--- src/rtl/pc_fetch_unit_if.sv ---
// Fetch-unit bus bundle: instruction-memory read port, execute redirect
// input, and the fetch/decode output stage with its valid/ready handshake.
//   master : the fetch unit (drives imem_addr and the if_* stage)
//   slave  : the environment (memory, execute, decoder)
interface pc_fetch_unit_if;
  logic [31:0] imem_addr;
  logic [31:0] imem_instr;
  logic        redirect_valid;
  logic [31:0] redirect_target;
  logic        if_valid;
  logic        if_ready;
  logic [31:0] if_instr;
  logic [31:0] if_pc;
  logic [31:0] if_pc_plus4;

  modport master (
    output imem_addr, if_valid, if_instr, if_pc, if_pc_plus4,
    input  imem_instr, redirect_valid, redirect_target, if_ready
  );

  modport slave (
    input  imem_addr, if_valid, if_instr, if_pc, if_pc_plus4,
    output imem_instr, redirect_valid, redirect_target, if_ready
  );
endinterface

--- src/rtl/pc_fetch_unit.sv ---
// Instruction-fetch front end. Holds the PC, drives the instruction memory
// read address, and registers the returned word into a fetch/decode stage
// handshaked toward the decoder. Redirects from execute flush the stage;
// misaligned redirect targets and out-of-range fetches are flagged.
// Ports:
//   clk            core clock, rising edge
//   rst_n          asynchronous active-low reset
//   fetch_if       memory / redirect / decode-stage bundle (master side)
//   misalign_err_o sticky: a redirect target had nonzero bits [1:0]
//   fetch_fault_o  pc left the fetchable space; fetching stopped
//   fetch_count_o  completed if_valid && if_ready handshakes (wraps)
module pc_fetch_unit #(
  parameter logic [31:0] RESET_PC   = 32'h0000_0004,
  parameter logic [31:0] IMEM_BYTES = 32'd64,
  parameter logic [31:0] NOP_INSTR  = 32'h0000_0013
) (
  input  logic             clk,
  input  logic             rst_n,
  pc_fetch_unit_if.master  fetch_if,
  output logic             misalign_err_o,
  output logic             fetch_fault_o,
  output logic [31:0]      fetch_count_o
);

  logic [31:0] pc_q, pc_d;
  logic        valid_q, valid_d;
  logic [31:0] instr_q, instr_d;
  logic [31:0] if_pc_q, if_pc_d;
  logic [31:0] if_pc4_q, if_pc4_d;
  logic        misalign_q, misalign_d;
  logic        fault_q, fault_d;
  logic [31:0] count_q, count_d;

  logic stage_free;
  logic in_range;
  logic load;
  logic handshake;

  assign stage_free = !valid_q || fetch_if.if_ready;
  assign in_range   = pc_q < IMEM_BYTES;
  assign load       = stage_free && !fault_q && in_range;
  assign handshake  = valid_q && fetch_if.if_ready;

  always_comb begin
    pc_d       = pc_q;
    valid_d    = valid_q;
    instr_d    = instr_q;
    if_pc_d    = if_pc_q;
    if_pc4_d   = if_pc4_q;
    misalign_d = misalign_q;
    fault_d    = fault_q;
    // The held instruction is consumed before any flush, so a redirect
    // cycle still counts its handshake.
    count_d    = handshake ? count_q + 32'd1 : count_q;

    if (fetch_if.redirect_valid) begin
      // Target is forced word-aligned; the misalignment is only recorded.
      pc_d       = {fetch_if.redirect_target[31:2], 2'b00};
      valid_d    = 1'b0;
      instr_d    = NOP_INSTR;
      misalign_d = misalign_q | (fetch_if.redirect_target[1:0] != 2'b00);
      fault_d    = 1'b0;
    end else if (!in_range && stage_free) begin
      fault_d = 1'b1;
      valid_d = 1'b0;
    end else if (load) begin
      instr_d  = fetch_if.imem_instr;
      if_pc_d  = pc_q;
      if_pc4_d = pc_q + 32'd4;
      valid_d  = 1'b1;
      pc_d     = pc_q + 32'd4;
    end
  end

  always_ff @(posedge clk or negedge rst_n) begin
    if (!rst_n) begin
      pc_q       <= RESET_PC;
      valid_q    <= 1'b0;
      instr_q    <= NOP_INSTR;
      if_pc_q    <= 32'd0;
      if_pc4_q   <= 32'd0;
      misalign_q <= 1'b0;
      fault_q    <= 1'b0;
      count_q    <= 32'd0;
    end else begin
      pc_q       <= pc_d;
      valid_q    <= valid_d;
      instr_q    <= instr_d;
      if_pc_q    <= if_pc_d;
      if_pc4_q   <= if_pc4_d;
      misalign_q <= misalign_d;
      fault_q    <= fault_d;
      count_q    <= count_d;
    end
  end

  assign fetch_if.imem_addr   = pc_q;
  assign fetch_if.if_valid    = valid_q;
  // A stage emptied by a fault keeps its old word in instr_q; the decoder
  // must still see a NOP whenever nothing valid is held.
  assign fetch_if.if_instr    = valid_q ? instr_q : NOP_INSTR;
  assign fetch_if.if_pc       = if_pc_q;
  assign fetch_if.if_pc_plus4 = if_pc4_q;
  assign misalign_err_o       = misalign_q;
  assign fetch_fault_o        = fault_q;
  assign fetch_count_o        = count_q;

endmodule

--- src/flat_wrapper.sv ---
// flat-port wrapper written by rule: the top's interface ports become plain ports
module pc_fetch_unit_flat 
#(
  parameter logic [31:0] RESET_PC   = 32'h0000_0004,
  parameter logic [31:0] IMEM_BYTES = 32'd64,
  parameter logic [31:0] NOP_INSTR  = 32'h0000_0013
)
  (clk, rst_n, misalign_err_o, fetch_fault_o, fetch_count_o, fetch_if_imem_addr, fetch_if_if_valid, fetch_if_if_instr, fetch_if_if_pc, fetch_if_if_pc_plus4, fetch_if_imem_instr, fetch_if_redirect_valid, fetch_if_redirect_target, fetch_if_if_ready);
  pc_fetch_unit_if fetch_if_i ();
  input  logic clk;
  input  logic rst_n;
  output logic misalign_err_o;
  output logic fetch_fault_o;
  output logic [31:0] fetch_count_o;
  output wire logic [$bits(fetch_if_i.imem_addr)-1:0] fetch_if_imem_addr;
  output wire logic [$bits(fetch_if_i.if_valid)-1:0] fetch_if_if_valid;
  output wire logic [$bits(fetch_if_i.if_instr)-1:0] fetch_if_if_instr;
  output wire logic [$bits(fetch_if_i.if_pc)-1:0] fetch_if_if_pc;
  output wire logic [$bits(fetch_if_i.if_pc_plus4)-1:0] fetch_if_if_pc_plus4;
  input wire logic [$bits(fetch_if_i.imem_instr)-1:0] fetch_if_imem_instr;
  input wire logic [$bits(fetch_if_i.redirect_valid)-1:0] fetch_if_redirect_valid;
  input wire logic [$bits(fetch_if_i.redirect_target)-1:0] fetch_if_redirect_target;
  input wire logic [$bits(fetch_if_i.if_ready)-1:0] fetch_if_if_ready;
  assign fetch_if_imem_addr = fetch_if_i.imem_addr;
  assign fetch_if_if_valid = fetch_if_i.if_valid;
  assign fetch_if_if_instr = fetch_if_i.if_instr;
  assign fetch_if_if_pc = fetch_if_i.if_pc;
  assign fetch_if_if_pc_plus4 = fetch_if_i.if_pc_plus4;
  assign fetch_if_i.imem_instr = fetch_if_imem_instr;
  assign fetch_if_i.redirect_valid = fetch_if_redirect_valid;
  assign fetch_if_i.redirect_target = fetch_if_redirect_target;
  assign fetch_if_i.if_ready = fetch_if_if_ready;
  pc_fetch_unit #(.RESET_PC(RESET_PC), .IMEM_BYTES(IMEM_BYTES), .NOP_INSTR(NOP_INSTR)) u_core (.clk(clk), .rst_n(rst_n), .fetch_if(fetch_if_i), .misalign_err_o(misalign_err_o), .fetch_fault_o(fetch_fault_o), .fetch_count_o(fetch_count_o));
endmodule
--- config.mk ---
export PLATFORM = sky130hd
export DESIGN_NAME = pc_fetch_unit_flat
export DESIGN_NICKNAME = d
export VERILOG_FILES = /design/src/rtl/pc_fetch_unit_if.sv /design/src/rtl/pc_fetch_unit.sv /design/src/flat_wrapper.sv
export SDC_FILE = /design/constraint.sdc
export NUM_CORES = 1
export LEC_CHECK = 0
export CAP_MARGIN = 20
export CORE_MARGIN = 2
export CORE_UTILIZATION = 50
export CTS_BUF_LIST = sky130_fd_sc_hd__clkbuf_4
export DETAILED_ROUTE_END_ITERATION = 8
export PLACE_DENSITY = 0.95
export SYNTH_ARGS = -nofsm -noshare
export SYNTH_HDL_FRONTEND = slang
export SYNTH_SLANG_ARGS = --single-unit
--- constraint.sdc ---
create_clock -name clk -period 5.3 [get_ports clk]
set_clock_uncertainty 0.05 [all_clocks]
set_input_delay 1.06 -clock clk [delete_from_list [all_inputs] [get_ports clk]]
set_output_delay 1.06 -clock clk [all_outputs]
set_load 0.02 [all_outputs]
**Word-level counts from Yosys, hierarchy flattened**

Index checks and enable logic that the tools add are counted.

- Latch bits: 0
- Bits in writable memories: 0
- Memory bits (read-only): 0
- Logic and storage cells: 41
- Register bits after elaboration: 163
- Memories: 0

- Divide/modulo/power cells: 0
- Reductions and logical operators: 14
- $add $sub $neg: 2
- Equal/unequal tests: 1
- Magnitude comparators: 1
- Mux-type cells: 12
- Multiply operators: 0
- Shift-type cells: 0
- Bitwise operators: 3

Operators with widths:

| cell | number |
|---|---|
| $mux W32 | 7 |
| $add A32 B1 Y32 const B | 1 |
| $add A32 B3 Y32 const B | 1 |
| $lt A32 B7 Y1 const B | 1 |
| $reduce_bool A2 Y1 | 3 |
| $mux W1 | 5 |
| $logic_and A1 B1 Y1 | 4 |
| $logic_not A1 Y1 | 3 |
| $reduce_and A3 Y1 | 1 |
| $reduce_bool A3 Y1 | 1 |
| $ne A2 B2 Y1 const B | 1 |
| $not A1 Y1 | 2 |
| $reduce_and A2 Y1 | 1 |
| $logic_or A1 B1 Y1 | 1 |
| $or A1 B1 Y1 | 1 |

**Logic depth before layout (Yosys ltp)**

- Word-level depth: 7
- Depth in mapped cells: 7

**Least setup slack after synthesis**

Ideal clock, no wire load.

- Path kind: input-to-reg
- From: input port fetch_if_if_ready
- To: register u_core.count_q[31] (netlist: u_core.fetch_count_o[31])
- Slack: 2.854 ns
- Setup time: 0.129 ns
- Path buffers: 0
- Arrival: 2.267 ns
- Stages on the path: 4
- Required time: 5.121 ns
- Cells stage by stage: nand4_1 -> or4_1 -> or4_4 -> xnor2_2

- Word-level cells in the longest chain between the ends: 1

RTL lines:

| item | line | RTL |
|---|---|---|
| from (decl) | flat_wrapper.sv:23 | `input wire logic [$bits(fetch_if_i.if_ready)-1:0] fetch_if_if_ready;` |
| $logic_and A1 B1 Y1 | pc_fetch_unit.sv:42 | `assign handshake = valid_q && fetch_if.if_ready;` |
| to (signal assigned) | pc_fetch_unit.sv:93 | `count_q <= count_d;` |
| to (decl) | pc_fetch_unit.sv:32 | `logic [31:0] count_q, count_d;` |

Every way passes these cells.
A chain may end at the register's enable or synchronous reset.

**Worst setup path after layout**

- From: register u_core.valid_q (netlist: u_core.fetch_if.if_valid)
- To: output port fetch_if_if_instr[8]

- Word-level cells in the longest chain between the ends: 1

RTL lines:

| item | line | RTL |
|---|---|---|
| from (decl) | pc_fetch_unit.sv:26 | `logic valid_q, valid_d;` |
| from (signal assigned) | pc_fetch_unit.sv:87 | `valid_q <= valid_d;` |
| $mux W32 | pc_fetch_unit.sv:101 | `assign fetch_if.if_instr = valid_q ? instr_q : NOP_INSTR;` |
| to (decl) | flat_wrapper.sv:17 | `output wire logic [$bits(fetch_if_i.if_instr)-1:0] fetch_if_if_instr;` |

Every way passes these cells.

==> results.sh <==
export IMPL_drt_iter0_drc=361
export IMPL_vias_per_cell=5.51
export IMPL_clk_pin_slew_ns=0.13
export IMPL_cts_tree="done"
export IMPL_ys_ff_latch=157
export IMPL_synth_main_ff_cell="dfrtp_1"
export IMPL_hp_class="flop to flop"
export IMPL_drive_gt1_frac=0.109
export IMPL_gp_congestion=0.830
export IMPL_clock_path_buffers=2
export IMPL_netlist_instances=565
export IMPL_yosys_area_top_type="dfrtp_1"
export IMPL_first_pass_iters=5
export IMPL_cts_setup_buffers=0
export IMPL_ir_drop_mv=0.136
export IMPL_dieArea_mm2=0.0142
export IMPL_fill_cells=917
export IMPL_pwr_share_seq=0.553
export IMPL_worstSetupEndpointType="output pin"
export IMPL_antenna_found_initial=0
export IMPL_crit_type="flop to output pin"
export IMPL_critical_path_startpoint="u_core.fetch_if.if_valid"
export IMPL_cap_viol_max_count=0
export IMPL_port_buffers=224
export IMPL_syn_avg_cell_area_um2=11.7
export IMPL_grt_max_degree=111
export IMPL_async_flop_share=1.00
export IMPL_via_count=5297
export IMPL_min_period_ns=3.52
export IMPL_power_share_combinational=0.101
export IMPL_synth_seq_area_share=0.595
export IMPL_numCtsBuffers=17
export IMPL_total_power_mw=2.26
export IMPL_hold_violations=0
export IMPL_rows=42
export IMPL_p_per_area_mw_per_mm2=243
export IMPL_crit_required_ns=4.19
export IMPL_grt_pass1_vias=5255
export IMPL_fin_util=0.711
export IMPL_die_w_um=119
export IMPL_p_sw_frac=0.259
export IMPL_outcome="complete, no violations"
export IMPL_drt_wirelength_per_cell_um=17.6
export IMPL_final_common_cell="clkdlybuf4s50_1"
export IMPL_drc_errors=0
export IMPL_cts_repair_resized=0
export IMPL_crit_arrival_ns=2.41
export IMPL_critPathLaunchType="flop"
export IMPL_cp_max_fo=38
export IMPL_synth_cell_types=38
export IMPL_htree_levels=4
export IMPL_ys_warn_count=0
export IMPL_hold_path_depth=1
export IMPL_p_clk_frac=0.346
export IMPL_finalNetCount=843
export IMPL_antenna_left=0
export IMPL_tightestPinTransition_ns=0.961
export IMPL_antenna_cells=0
export IMPL_rr_startpoint="u_core.fetch_if.imem_addr[11]"
export IMPL_grt_overflow_total=0
export IMPL_clk_latency_ns=0.54
export IMPL_cts_sinks=157
export IMPL_reg2reg_to="u_core.fetch_if.if_pc[5]"
export IMPL_track_usage=0.247
export IMPL_synth_area_mm2=0.00661
export IMPL_finalSetupViolCount=0
export IMPL_syn2layout_area_growth_pct=40.6
export IMPL_reg2reg_depth=5
export IMPL_io_pins=231
export IMPL_fmax_ghz=0.284
export IMPL_wl_mm=17.0
export IMPL_timing_hold_ws_ns=0.439
export IMPL_internal_power_mw=1.67
export IMPL_yosys_area_top_type_share=0.579
export IMPL_cts_root_buf="clkbuf_4"
export IMPL_holdBufCountCts=0
export IMPL_holdPathEnd="u_core.misalign_err_o"
export IMPL_chipHeight_um=119
export IMPL_yosys_top_cells_area="dfrtp_1, mux2_2, nor2b_1"
export IMPL_p_leak_nw=3.98
export IMPL_reg2reg_slack_ns=2.13
export IMPL_grt_pass1_wl_mm=27.5
export IMPL_hpwl_mm=11.7
export IMPL_hp_start="u_core.misalign_err_o"
export IMPL_drv_slew=0
export IMPL_finalCritPeriodShare=0.664
export IMPL_p_sw_mw=0.584
export IMPL_layout_common_cells="clkdlybuf4s50_1, dfrtp_1, nor2b_1"
export IMPL_start_util=0.505
export IMPL_coreArea_mm2=0.0131
export IMPL_maxSlewHeadroom=0.360
export IMPL_synth_edf_count=0
export IMPL_grt_setup_unrepaired="false"
export IMPL_fin_tns_setup_ns=0
Yosys cell counts (11+ instances only):
cell type / count
dfrtp_1: 153
nor2b_1: 52
nand4_1: 40
clkbuf_1: 39
mux2_2: 35
a21oi_1: 31
and2_1: 31
o31ai_1: 31
xnor2_1: 22
nand3_1: 16
nand2_1: 13
nor4_1: 13
xor2_1: 11
worst max-delay path, cell delays in order, from the launching register on:
cell and delay, ns:
dfrtp_1 0.99, and2_1 0.26, clkdlybuf4s50_1 0.61
layout make-up:
class,count,area (um2),share of cell area
tap,176,220,0.0237
multi-input combinational,357,2460,0.265
sequential,157,3930,0.423
clock buffer,17,128,0.0137
inverter,7,26.3,0.00283
clock inverter,15,185,0.0199
timing repair buffer,233,2340,0.252
sequential cells by signal (all words and copies together) (netlist names):
| name | flops |
|---|---|
| u_core.fetch_count_o | 32 |
| u_core.fetch_fault_o | 1 |
| u_core.fetch_if.if_pc | 30 |
| u_core.fetch_if.if_pc_plus4 | 30 |
| u_core.fetch_if.if_valid | 1 |
| u_core.fetch_if.imem_addr | 30 |
| u_core.instr_q | 32 |
| u_core.misalign_err_o | 1 |
power by group through the flow:
stage / Combinational (mW) / Sequential (mW) / Clock (mW)
floorplan: 0.0612 / 1.30 / 0
global placement: 0.220 / 1.27 / 0
detailed placement: 0.229 / 1.27 / 0
CTS: 0.230 / 1.25 / 0.801
global route: 0.244 / 1.25 / 0.851
finish: 0.228 / 1.25 / 0.780
cells by family after synthesis:
group,Yosys count,share of synthesized area
AO/OA/AOI/OAI,78,0.0749
XOR/XNOR,34,0.0462
adder cells (fa/ha/maj),2,0.00378
buffers and inverters,56,0.0365
flip-flops,157,0.595
multiplexers,35,0.0596
other,1,0.000567
AND/OR/NAND/NOR,202,0.184
through the flow:
step           worst slack (ns)  instances  area [um2]
2_1_floorplan              2.85        570        6630
3_3_place_gp               1.88        927        8920
3_5_place_dp               1.79        929        8980
4_1_cts                    1.70        961        9290
5_1_grt                    1.57        962        9300
6_report                   1.78        962        9300
metal layers:
metal / track usage / wire (um)
met1: 0.326 / 7230
met4: 0.106 / 426
met3: 0.0618 / 1000
met5: 0 / 0
met2: 0.389 / 8290
how the worst max path moves through the flow:
stage | cells past startpoint | slack, ns | end
6_report | 2 | 1.78 | fetch_if_if_instr[8]
5_1_grt | 2 | 1.57 | fetch_if_if_instr[9]
4_1_cts | 2 | 1.70 | fetch_if_if_instr[29]
3_5_place_dp | 7 | 1.79 | u_core.fetch_if.if_pc[5]
3_3_place_gp | 7 | 1.88 | u_core.fetch_if.if_pc[2]
2_1_floorplan | 4 | 2.85 | u_core.fetch_count_o[31]
Note: power is estimated with default switching activity, not from simulation.
==> RTL change (config.mk and constraints unchanged) <==
Put one more register stage on the output `fetch_count_o`, without a reset. The value now appears one clock later. The other outputs are not delayed to match.
--- a/src/rtl/pc_fetch_unit.sv
+++ b/src/rtl/pc_fetch_unit.sv
@@ -105,3 +105,5 @@
   assign fetch_fault_o        = fault_q;
-  assign fetch_count_o        = count_q;
+  always_ff @(posedge clk) begin
+    fetch_count_o <= count_q;
+  end
 
Formal check against the unedited RTL: not equivalent (Yosys sat finds a counterexample within 4 cycles, from zero or initial values and one cycle with rst_n low).
==> RTL change against the original RTL <==
  * Clock power decreased by 1%
  * Final area increased by 6.6%
  * First-iteration DRC count increased by 30%
  * Fmax decreased by 1.8%
  * Total power increased by 10%
  * Sequential cell count increased by 32
  * Highest routed layer unchanged
  * Worst hold slack got worse by 0.063 ns
  * Via count increased by 3.5%
  * Setup slack got worse by 0.066 ns
  * Wire length increased by 5.4%
  * Area after synthesis increased by 10%
==> RTL change: results (changes against the original RTL) <==
Yosys
  • Post-Syn Instances: 591 (+4.6%)
  • Post-synth ARST share: 83.1% (-17 points)
  • Synth area leaders: dfrtp_1 (53%), dfxtp_1 (8.8%), nor2b_1 (4.5%)
  • Post-synth top cells: dfrtp_1 (153), nor2b_1 (52), nand4_1 (49)
  • Synth unique cells: 41 (+7.9%)
  • Ys Warns: 0 (unchanged)
  • Seq/Total Area, Yosys: 62.8% (+3.3 points)

CTS
  • Clock Tree Root: clkbuf_4
  • Clk buf depth: 2 (unchanged)
  • Post-cts sizing count: 0 (unchanged)
  • Postcts setup bufs: 0 (unchanged)
  • H-Tree Depth: 4 (unchanged)
  • Worst-path clk slew: 0.14 ns
  • Num CTS Buffers: 17 (unchanged)
  • Clock latency on the worst-skew pair: 0.56 ns (+0.02 ns)

Finish
  • Layout cells sized above 1: 10.2% (-0.73 points)
  • Largest regs: u_core.count_q: 32 flops, u_core.fetch_count_o: 32 flops, u_core.instr_q: 32 flops
  • # fillers: 1046 (+14%)
  • Layout Nets: 871 (+3.3%)

Placement
  • Port bufs: 224 (unchanged)
  • Pre-CTS setup slack: 1.94 ns (+0.147 ns)
  • Post-Place Cell Area: 0.00963 sq mm (+7.3%)
  • GPL Wtd Cong: 0.805 (-3.0%)
  • Hpwl dp: 12.3 mm (+5.3%)
  • Placed insts: 966 (+4.0%)

STA
  • Final hold vios: 0 (unchanged)
  • Rel. slew slack: 33.1% (-2.9 points)

Global route
  • Initial antenna violation count: 1 (+1)
  • Largest net degree at the start of global routing: 80 (-28%)
  • First-pass GRT wire length: 29.4 mm (+6.7%)
  • Total global-route track usage: 23.7% (-1.0 points)

Drt
  • WL per Instance: 17.9 um (+1.6%)
  • DR vias: 5481 (+3.5%)
  • WL final: 17.9 mm (+5.4%)
  • Drt pass-1 iters: 5 (unchanged)
  • Violation count after the first detailed-route iteration: 469 (+30%)

Run status
  • Status: complete, no violations

Critical path
  • Crit path DAT: 2.47 ns (+0.06 ns)
  • CP max-delay cell: dfrtp_1
  • CP Max Fanout: 38 (unchanged)
  • FF-to-FF path depth: 5 (unchanged)
  • Largest stage delay on the critical path: 1.03 ns (+0.04 ns)

Power and ir drop
  • Peak supply drop: 173 uV (+27%)
  • LEAKAGE: 4.21 nW (+5.8%)
  • Switching share of power: 25.0% (-0.88 points)

Min path
  • Worst hold path depth: 0 (-1)
  • Hold WC Path Type: reg2reg
-- RTL change: cell types whose count changed after synthesis, moves of 4 or more --
cell	before	now
buf_2	1	7
clkbuf_1	39	32
dfxtp_1	0	32
mux2_1	0	8
mux2_2	35	27
nand2_1	13	9
nand4_1	40	49
nor3_1	8	2
nor4_1	13	8
nor4_2	0	6
xnor2_1	22	27
xor2_1	11	7
-- RTL change: area by class of cell --
cell class | instances | area, sq um | area share (%)
Inverter | 5 | 18.8 | 0.189
Antenna cell | 1 | 2.50 | 0.0253
Sequential cell | 189 | 4570 | 46.2
Timing Repair Buffer | 234 | 2310 | 23.3
Clock buffer | 18 | 135 | 1.36
Tap cell | 184 | 230 | 2.32
Multi-Input combinational cell | 354 | 2500 | 25.2
Clock inverter | 13 | 139 | 1.40
-- RTL change: worst paths after layout --
path                                                           startpoint                                    endpoint  slack [ns]
worst max-delay path                 u_core.fetch_if.if_valid$_DFFE_PN0P_                        fetch_if_if_instr[2]        1.72
worst min-delay path                       u_core.count_q[31]$_DFFE_PN0P_            u_core.fetch_count_o[31]$_DFF_P_        0.38
worst max register to register  u_core.fetch_if.imem_addr[18]$_DFFE_PN0P_  u_core.fetch_if.if_pc_plus4[2]$_DFFE_PN0P_        1.97
worst min register to register             u_core.count_q[31]$_DFFE_PN0P_            u_core.fetch_count_o[31]$_DFF_P_        0.38
max in group asynchronous                                           rst_n               u_core.instr_q[0]$_DFFE_PN1P_        3.71
min in group asynchronous                                           rst_n              u_core.count_q[26]$_DFFE_PN0P_        0.45
-- RTL change: worst max-delay path, delay by kind of cell, from the launching register on --
| kind | cells | cell delay, ns |
|---|---|---|
| buffers and inverters | 1 | 0.66 |
| flip-flops | 1 | 1.03 |
| AND/OR/NAND/NOR | 1 | 0.23 |
-- RTL change: power groups by stage --
stage	registers, mW	clock network (mW)	logic, mW
2_1_floorplan	1.54	0	0.0617
3_3_place_gp	1.52	0	0.226
3_5_place_dp	1.52	0	0.229
4_1_cts	1.49	0.788	0.230
5_1_grt	1.50	0.848	0.244
6_report	1.49	0.770	0.227
-- RTL change: cell families (layout without fill, tap and decap cells) --
logic type               count (synthesis)  in the layout  share of synthesized area, %
AND/OR/NAND/NOR                        199            199                          17.2
flip-flops                             189            189                          62.8
AO/OA/AOI/OAI                           78             78                          6.80
buffers and inverters                   53            270                          3.26
multiplexers                            35             35                          5.41
XOR/XNOR                                34             34                          4.09
adder cells (fa/ha/maj)                  2              2                         0.343
other                                    1              7                        0.0515
-- RTL change: layer usage --
layer,up-vias,track usage (%),routed length [um]
li1,2511,-,-
met1,2678,31.0,7410
met2,258,36.7,8480
met3,34,7.99,1550
met4,0,8.99,440
met5,-,0,0
